## config.mk

```make
export PLATFORM = sky130hd
export DESIGN_NAME = moore_seq_detector_n
export DESIGN_NICKNAME = d
export VERILOG_FILES = /design/src/rtl/moore_seq_detector_n.sv
export SDC_FILE = /design/constraint.sdc
export NUM_CORES = 1
export LEC_CHECK = 0
export BUFFER_PORTS_ARGS = -buffer_cell sky130_fd_sc_hd__buf_2
export CORE_MARGIN = 5
export CORE_UTILIZATION = 57
export CTS_BUF_LIST = sky130_fd_sc_hd__clkbuf_4 sky130_fd_sc_hd__clkbuf_8
export CTS_CLUSTER_DIAMETER = 80
export DETAILED_ROUTE_END_ITERATION = 8
export GPL_TIMING_DRIVEN = 0
export MAX_ROUTING_LAYER = met4
export PLACE_DENSITY = 0.79
export SLEW_MARGIN = 10
export SYNTH_ARGS = -nofsm -noshare
export SYNTH_HDL_FRONTEND = slang
export SYNTH_SLANG_ARGS = --single-unit
```

## constraint.sdc

```tcl
create_clock -name Clock -period 1.5 [get_ports Clock]
set_input_delay 0.3 -clock Clock [delete_from_list [all_inputs] [get_ports Clock]]
set_output_delay 0.3 -clock Clock [all_outputs]
set_load 0.005 [all_outputs]
```

## src/rtl/moore_seq_detector_n.sv

```systemverilog
// ---------------------------------------------------------------------------
// moore_seq_detector_n
//
// Multi-channel Moore serial-pattern detector. Each channel tracks how many
// leading bits of PATTERN currently match the tail of its serial input
// stream. A KMP-style automaton does the tracking. Each channel provides a
// status code, a match flag and a saturating match counter.
//
// The transition table is built at elaboration by a constant function.
// The pattern cannot be loaded at run time.
//
// Ports
//   Clock  in   1                 rising-edge clock for all state
//   R      in   1                 synchronous active-high reset (overrides all)
//   I      in   CHANNELS          serial data, bit c feeds channel c
//   S      in   CHANNELS          per-channel synchronous stop/clear of state
//   Clr    in   1                 synchronous clear of every match counter
//   Match  out  CHANNELS          bit c high while channel c is in MATCH
//   B      out  2*CHANNELS        status code of channel c on B[2c+1:2c]
//                                 00 idle, 01 partial, 10 match, 11 unused
//   Count  out  CHANNELS*CNT_W    saturating match count of channel c on
//                                 Count[(c+1)*CNT_W-1:c*CNT_W]
// ---------------------------------------------------------------------------
module moore_seq_detector_n #(
    parameter int                     CHANNELS    = 4,
    parameter int                     PATTERN_LEN = 4,
    parameter logic [PATTERN_LEN-1:0] PATTERN     = 4'b1101,
    parameter int                     OVERLAP     = 1,
    parameter int                     CNT_W       = 8
) (
    input  logic                      Clock,
    input  logic                      R,
    input  logic [CHANNELS-1:0]       I,
    input  logic [CHANNELS-1:0]       S,
    input  logic                      Clr,
    output logic [CHANNELS-1:0]       Match,
    output logic [2*CHANNELS-1:0]     B,
    output logic [CHANNELS*CNT_W-1:0] Count
);

    // State register width: the states are 0..PATTERN_LEN.
    localparam int             SW      = $clog2(PATTERN_LEN + 1);
    // Table depth covers every encodable state value, legal or not.
    localparam int             TBL     = 1 << SW;
    localparam logic [SW-1:0]  MATCH_S = SW'(PATTERN_LEN);

    localparam logic [1:0] CODE_IDLE    = 2'b00;
    localparam logic [1:0] CODE_PARTIAL = 2'b01;
    localparam logic [1:0] CODE_MATCH   = 2'b10;

    // Compute the next matched-prefix length for one (state, bit) pair.
    // Conceptually, build the string "matched prefix of length s" followed
    // by the new bit. The result is the longest prefix of PATTERN (at most
    // PATTERN_LEN bits) that is also a suffix of that string. In the
    // non-overlapping variant, MATCH behaves like the empty state.
    function automatic logic [SW-1:0] f_next(input int s_in, input logic b);
        int            s;
        int            n;
        int            j;
        logic          found;
        logic          ok;
        logic          tbit;
        logic [SW-1:0] res;
        s = s_in;
        if (s == PATTERN_LEN && OVERLAP == 0) begin
            s = 0;
        end
        n     = s + 1;
        found = 1'b0;
        res   = '0;
        for (int k = PATTERN_LEN; k >= 1; k--) begin
            if (!found && k <= n) begin
                ok = 1'b1;
                for (int i = 0; i < PATTERN_LEN; i++) begin
                    if (i < k) begin
                        // j walks the candidate suffix. Position s is the new bit.
                        // Earlier positions are the already-matched pattern bits.
                        j = n - k + i;
                        if (j == s) begin
                            tbit = b;
                        end else begin
                            tbit = PATTERN[PATTERN_LEN-1-j];
                        end
                        if (tbit != PATTERN[PATTERN_LEN-1-i]) begin
                            ok = 1'b0;
                        end
                    end
                end
                if (ok) begin
                    found = 1'b1;
                    res   = SW'(k);
                end
            end
        end
        return res;
    endfunction

    // Map a state to its 2-bit status code. Out-of-range states report idle.
    function automatic logic [1:0] f_code(input logic [SW-1:0] st);
        logic [1:0] code;
        if (st == '0) begin
            code = CODE_IDLE;
        end else if (st == MATCH_S) begin
            code = CODE_MATCH;
        end else if (st < MATCH_S) begin
            code = CODE_PARTIAL;
        end else begin
            code = CODE_IDLE;
        end
        return code;
    endfunction

    // Shared transition tables, one per input bit value. Unreachable
    // encodings point back to state 0, so a corrupted state recovers.
    logic [SW-1:0] w_tbl0 [TBL];
    logic [SW-1:0] w_tbl1 [TBL];

    for (genvar gs = 0; gs < TBL; gs++) begin : g_tbl
        if (gs <= PATTERN_LEN) begin : g_legal
            localparam logic [SW-1:0] LP_N0 = f_next(gs, 1'b0);
            localparam logic [SW-1:0] LP_N1 = f_next(gs, 1'b1);
            assign w_tbl0[gs] = LP_N0;
            assign w_tbl1[gs] = LP_N1;
        end else begin : g_illegal
            assign w_tbl0[gs] = '0;
            assign w_tbl1[gs] = '0;
        end
    end

    for (genvar gc = 0; gc < CHANNELS; gc++) begin : g_ch
        logic [SW-1:0]    r_state;
        logic [SW-1:0]    w_next;
        logic             r_match;
        logic [1:0]       r_code;
        logic [CNT_W-1:0] r_cnt;

        // Next-state selection. Stop discards the sample and empties the channel.
        always_comb begin
            w_next = '0;
            if (S[gc]) begin
                w_next = '0;
            end else if (I[gc]) begin
                w_next = w_tbl1[r_state];
            end else begin
                w_next = w_tbl0[r_state];
            end
        end

        // State, Moore outputs and the saturating counter for this channel.
        // The match flag and code are registered in step with the state, so
        // they remain a pure function of it.
        always_ff @(posedge Clock) begin
            if (R) begin
                r_state <= '0;
                r_match <= 1'b0;
                r_code  <= CODE_IDLE;
                r_cnt   <= '0;
            end else begin
                r_state <= w_next;
                r_match <= (w_next == MATCH_S);
                r_code  <= f_code(w_next);
                // The counter uses the registered match of the current cycle.
                // A stop in the same cycle therefore cannot lose the detection.
                if (Clr) begin
                    r_cnt <= '0;
                end else if (r_match && (r_cnt != {CNT_W{1'b1}})) begin
                    r_cnt <= r_cnt + CNT_W'(1);
                end else begin
                    r_cnt <= r_cnt;
                end
            end
        end

        assign Match[gc]                  = r_match;
        assign B[2*gc +: 2]               = r_code;
        assign Count[gc*CNT_W +: CNT_W]   = r_cnt;
    end

endmodule

```

== Yosys cells after proc, flatten, opt, wreduce, memory -nomap -nowiden ==
Memories as Yosys holds them, arrays and structs flattened.
Cells that the tools add are included.

* $add $sub $neg: 4
* Multipliers: 0
* Divide/modulo/power cells: 0
* Magnitude comparators: 8
* Eq/ne operators: 8
* Shift-type cells: 0
* Mux-type cells: 32
* Bitwise gates (word level): 4
* Reductions and logical operators: 17

{| class="wikitable"
|+ Operators with widths
! operator !! number
|-
| 3-bit two-way mux || 24
|-
| 8-bit by 1-bit adder with 8-bit output, second input constant || 4
|-
| 8-bit inequality test, second input constant || 4
|-
| 4-bit greater-or-equal comparator, second input constant || 4
|-
| 3-bit NOT with 4-bit output || 4
|-
| 3-bit equality test, second input constant || 4
|-
| 3-bit zero test || 4
|-
| 3-bit less-than comparator, second input constant || 4
|-
| 3-bit OR reduction || 4
|-
| 2-bit OR reduction || 5
|-
| 2-bit two-way mux || 4
|-
| 1-bit logical AND || 4
|-
| 1-bit two-way mux || 4
|}

* Register bits: 56
* Latch bits: 0
* Memory bits (writable): 0
* ROM bits: 192
* Input bits: 11
* Output and inout bits: 44
* Word-level logic and storage cells: 101
* Memories kept: 8

{| class="wikitable"
|+ Memory list
! name !! depth !! bits a word !! read ports !! clocked after memory_dff !! write ports !! line !! text
|-
| (no name shown) || 8 || 3 || 1 || 0 || 0 || 145 || <nowiki>w_next = w_tbl0[r_state];</nowiki>
|-
| (no name shown) || 8 || 3 || 1 || 0 || 0 || 143 || <nowiki>w_next = w_tbl1[r_state];</nowiki>
|-
| (no name shown) || 8 || 3 || 1 || 0 || 0 || 145 ||
|-
| (no name shown) || 8 || 3 || 1 || 0 || 0 || 143 ||
|-
| (no name shown) || 8 || 3 || 1 || 0 || 0 || 145 ||
|-
| (no name shown) || 8 || 3 || 1 || 0 || 0 || 143 ||
|-
| +2 memories || - || - || - || - || - || - ||
|}

== Longest topological paths before layout ==
* Depth in word-level cells: 9
* Depth in mapped cells: 6

== Least setup slack after synthesis ==
No wires, ideal clock.

* Path type: flip-flop to flip-flop
* From: register g_ch[1].r_state[1]
* To: register g_ch[1].r_code[0]
* Arrival: 1.209 ns
* Required time: 1.400 ns
* Slack: 0.191 ns
* Cell stages (with the launch flop): 6
* Period minus slack after synthesis: 1.309 ns
* Path through: dfxtp_1 inv_1 ha_1 nor2b_1 o21ai_1 a2111oi_4

* Word-level cells in the longest chain between the ends: 8
* Elaborated cells between the ends (all ways): 14
* Classes of those cells: order compare (1); eq/ne (1); mux (7); bitwise (1); reduce/logical (2); memory (2)

{| class="wikitable"
|+ RTL lines
! what !! line !! text
|-
| start: declaration || 131 || <nowiki>logic [SW-1:0] r_state;</nowiki>
|-
| start signal: assignment || 159 || <nowiki>r_state <= w_next;</nowiki>
|-
| 3-bit NOT with 4-bit output (implied by the code) (*) || 143, 145 ||
|-
| memory 8 x 3 bit, on equally long branches || - ||
|-
| 3-bit two-way mux, on equally long branches (2 in a row) || 145, 143 ||
|-
| 3-bit two-way mux (*) || 142 || <nowiki>end else if (I[gc]) begin</nowiki>
|-
| 3-bit two-way mux (*) || 140 || <nowiki>if (S[gc]) begin</nowiki>
|-
| 3-bit less-than comparator (tied with other cells) || 105 || <nowiki>end else if (st < MATCH_S) begin</nowiki>
|-
| 1-bit two-way mux or 3-bit OR reduction (tied branches) || - ||
|-
| end signal: assignment || 161 || <nowiki>r_code <= f_code(w_next);</nowiki>
|-
| end: declaration || 134 || <nowiki>logic [1:0] r_code;</nowiki>
|}

Every way passes the cells marked *; elsewhere a longest branch is shown, timed or not. The select of a mux whose other input is x is not followed.
A chain may end at the register's enable or synchronous reset.

== Worst setup path in the final report ==
* From: register g_ch[1].r_state[0]
* To: register g_ch[1].r_code[0]

Same word-level chain as after synthesis.

==> out/summary.md <==
By area the synthesized netlist is led by sky130_fd_sc_hd__dfxtp_1 (41%), sky130_fd_sc_hd__ha_1 (7.4%), sky130_fd_sc_hd__nor2_1 (3.3%). For the final RePlAce weighted congestion, the log shows 0.857. The detailed router finished its first iteration with 91 violations. Setup repair after global routing left no endpoint under its margin. The TritonCTS buffer count was 5; the critical path's largest stage delay was 0.34 ns. The data arrival time of the worst path is 1.62 ns. The static leakage is 1.41 nW.

The logs give 0.00272 mm^2 for the post-synthesis instance area and 23.1% for the met1 track utilization from global routing. Clock-pin slew was measured on the worst setup and hold paths at 0.09 ns. No sink is reached through more buffers than the 2 on the longest clock path. For the largest net degree at the start of global routing, the log shows 16. The power density over the cells is 781 mW/mm^2. Cell family with the largest share of critical-path delay: compound AO/OA/AOI/OAI gates. The tools report the DRC violations left as 0.

For the initial antenna violation count, the log shows 0. In the synthesized netlist the dominant register cell turns out to be sky130_fd_sc_hd__dfxtp_1. The largest individual stage delay along the critical path comes from the cell sky130_fd_sc_hd__dfxtp_1.

The first-pass GRT wire length is 9.43 mm. The worst clock skew on the final layout was 0.00767 ns. After global routing the overflow that remains totals 0. Counting flops and latches in the post-synthesis netlist gives 56. The antenna cell count is 0. The worst pin sits at a relative slew slack of 70.4%. The area growth from synthesis to layout is 17.6%.

The worst setup path is launched from a flop. The run gives 711 MHz as the maximum operating frequency. The floorplan step defined a die boundary enclosing 0.00625 mm^2.

Of all cell types, the one taking the most synthesized area is sky130_fd_sc_hd__dfxtp_1. The minimum clock period came out at 1.41 ns. Traced cell by cell, the critical path runs through inv_1 -> ha_1 -> nor2b_2 -> o21ai_2 -> a2111oi_4.

Number of buffers and inverters on the critical path: 1. In this run the tool buffered the top-level ports with 53 buffer cells. Utilization after layout: 68.1%.

The tools report the total of hold buffers inserted after clock tree synthesis as 0. The first detailed-routing pass took 4 iterations. Across all hold checks on the routed design, the worst slack comes to 0.197 ns. Global routing consumed, on the met3 layer, 3.63% of the routing resources. The layout has 413 filler cells.

Counting flops with an async set or reset pin after synthesis yields a share of 0%. X dimension of the die: 79.1 um. Summing over every cut layer, the via total after detailed routing is 2287.

TritonCTS built the clock tree. The region available for standard cell placement spans 0.00469 mm^2. Sequential elements use 41.2% of the synthesized area. The net count of the finished layout is 376. The via count of the first global-routing pass came out at 2128. The run gives 0 ns as the setup TNS. The run finished with clean final reports. For the pin with the worst max-slew slack, the measured transition is 0.444 ns. The run gives 0 as the count of antenna-violating nets left after detailed routing. Across the VDD grid, the largest voltage drop is 0.463 mV.

The number of different library cells used by synthesis comes to 53. The clock drives 56 sinks. In the final layout, the share of cells above drive strength 1 is 28.6%. The run gives 1.71 ns as the worst path required time. The number of nets in the synthesized netlist was 316. The floorplan has 25 rows. For this run, the number of Yosys warnings is 0. The die outline height was 79.1 um; the half-perimeter wire length after placement was 4.12 mm. The logs give 0 for the number of maximum-capacitance constraint violations and 2 for the level count of the clock H-tree.

The tools report the initial core utilization as 57.9%. The final worst-path cycle share was 93.7%. met2 is the most crowded layer. The average wire per cell in the routed design was 13.5 um. The number of slew-limit violations in the final report is 0. Summed over its instances, the top area cell type makes up 41.2% of the synthesized netlist area.

Global routing used 32.2% of the available met2 tracks. The count of mapped cells out of synthesis is 289. Across every metal layer, demand over resource in global routing totals 19.2%. The path class of the lowest-slack min-delay path is primary input to flop. 55 I/O pins were placed. For the detailed-route wire length, the log shows 5.45 mm.

In this run the clock root is driven by a sky130_fd_sc_hd__clkbuf_8. The number of synthesized flops with an enable pin is 0, and the final count of negative-setup-slack endpoints is 0. The worst setup path is captured at a flop. The number of buffers inserted by post-CTS setup repair came out at 0. Via density per instance: 5.66. The mean post-synth cell area was 9.41 um^2; the biggest fanout along the worst timing path was 3. For the number of hold-slack violations in the final timing report, the log shows 0.

The critical path is of the flop to flop type. At the later pin of the worst-skew pair, clock insertion delay measures 0.31 ns.
-- synth_stat cells, types with 3 or more instances --
library cell	n
sky130_fd_sc_hd__a21o_1	4
sky130_fd_sc_hd__a21oi_1	8
sky130_fd_sc_hd__a31oi_1	9
sky130_fd_sc_hd__and2_1	9
sky130_fd_sc_hd__and3_1	7
sky130_fd_sc_hd__and4_1	3
sky130_fd_sc_hd__buf_4	4
sky130_fd_sc_hd__buf_6	3
sky130_fd_sc_hd__dfxtp_1	56
sky130_fd_sc_hd__ha_1	16
sky130_fd_sc_hd__inv_1	9
sky130_fd_sc_hd__mux2i_1	3
sky130_fd_sc_hd__nand2_1	23
sky130_fd_sc_hd__nand2b_1	3
sky130_fd_sc_hd__nand3_1	12
sky130_fd_sc_hd__nand4_1	4
sky130_fd_sc_hd__nor2_1	24
sky130_fd_sc_hd__nor2b_1	8
sky130_fd_sc_hd__nor3_1	10
sky130_fd_sc_hd__nor3b_1	3
sky130_fd_sc_hd__nor4_1	4
sky130_fd_sc_hd__o211a_1	4
sky130_fd_sc_hd__o21ai_0	10
sky130_fd_sc_hd__o21ai_1	4
sky130_fd_sc_hd__xor2_1	6
-- cells in the final DEF (no fill, tap or decap), drive strengths merged, types with 3 or more instances in the layout --
cell type / n
and3: 7
nor2b: 8
dfxtp: 56
nor3: 12
xor2: 6
mux2i: 3
inv: 9
nand2: 25
and4: 3
nand3: 14
buf: 61
nor3b: 3
ha: 16
nand4: 6
a21oi: 8
clkbuf: 9
o211a: 4
nor4: 4
nor2: 25
nand2b: 3
and2: 9
a211oi: 4
a2111oi: 3
o21ai: 15
a21o: 4
a31oi: 9
-- metal layers --
metal | vias up | wire length (um)
met5 | - | 0
met4 | 0 | 82
met3 | 6 | 200
met2 | 42 | 2640
met1 | 1071 | 2530
li1 | 1168 | -
-- metrics by stage --
stage / power, W / area, um^2 / setup WS [ns] / instances
6_report: 0.00250 / 3200 / 0.0938 / 404
5_1_grt: 0.00261 / 3200 / 0.00311 / 404
4_1_cts: 0.00253 / 3150 / 0.0261 / 404
3_5_place_dp: 0.00166 / 3050 / 0.0684 / 396
3_3_place_gp: 0.00166 / 3050 / 0.104 / 396
2_1_floorplan: 0.00161 / 2720 / 0.191 / 289
-- power by group --
| part | total [W] | internal, W | leakage, nW | switching [W] |
|---|---|---|---|---|
| Sequential | 0.00150 | 0.00150 | 0.455 | 0.00000481 |
| Combinational | 0.000130 | 0.0000554 | 0.903 | 0.0000749 |
| Clock | 0.000866 | 0.000414 | 0.0523 | 0.000452 |
-- sequential cells by signal (all words and copies together), names as in the netlist --
register      count
g_ch.r_code       8
g_ch.r_state     12
g_ch.r_cnt       32
g_ch.r_match      4
-- final cells by class --
| class | count | area (um^2) | area share [%] |
|---|---|---|---|
| clock buffer | 8 | 97.6 | 3.05 |
| multi-input combinational | 215 | 1530 | 47.9 |
| inverter | 9 | 33.8 | 1.06 |
| sequential | 56 | 1130 | 35.3 |
| tap | 54 | 67.6 | 2.11 |
| timing repair buffer | 53 | 265 | 8.30 |
| buffer | 9 | 72.6 | 2.27 |
-- path summary, 6_finish.rpt --
check / from / slack (ns) / end / cells past startpoint
max: g_ch[1].r_state[0]$_SDFF_PP0_ / 0.09 / g_ch[1].r_code[0]$_SDFF_PP0_ / 5
min: S[0] / 0.20 / g_ch[0].r_state[1]$_SDFF_PP0_ / 2
max reg2reg: g_ch[1].r_state[0]$_SDFF_PP0_ / 0.09 / g_ch[1].r_code[0]$_SDFF_PP0_ / 5
min reg2reg: g_ch[2].r_cnt[1]$_SDFFE_PP0P_ / 0.52 / g_ch[2].r_cnt[1]$_SDFFE_PP0P_ / 2
-- cells by family after synthesis --
kind of cell               synth area share (%)
and+or+nand+nor                            27.1
adders and majority gates                  7.36
buffers and inverters                      3.91
AOI/OAI and AO/OA                          16.5
DFF                                        41.2
xor gates and xnor gates                   1.93
muxes                                      1.93
-- repair_timing --
action,CTS,global route
setup endpoints to repair,0,12
endpoints found under the hold margin,0,0
resized for setup,0,14
Power figures use the tool's default switching activity.
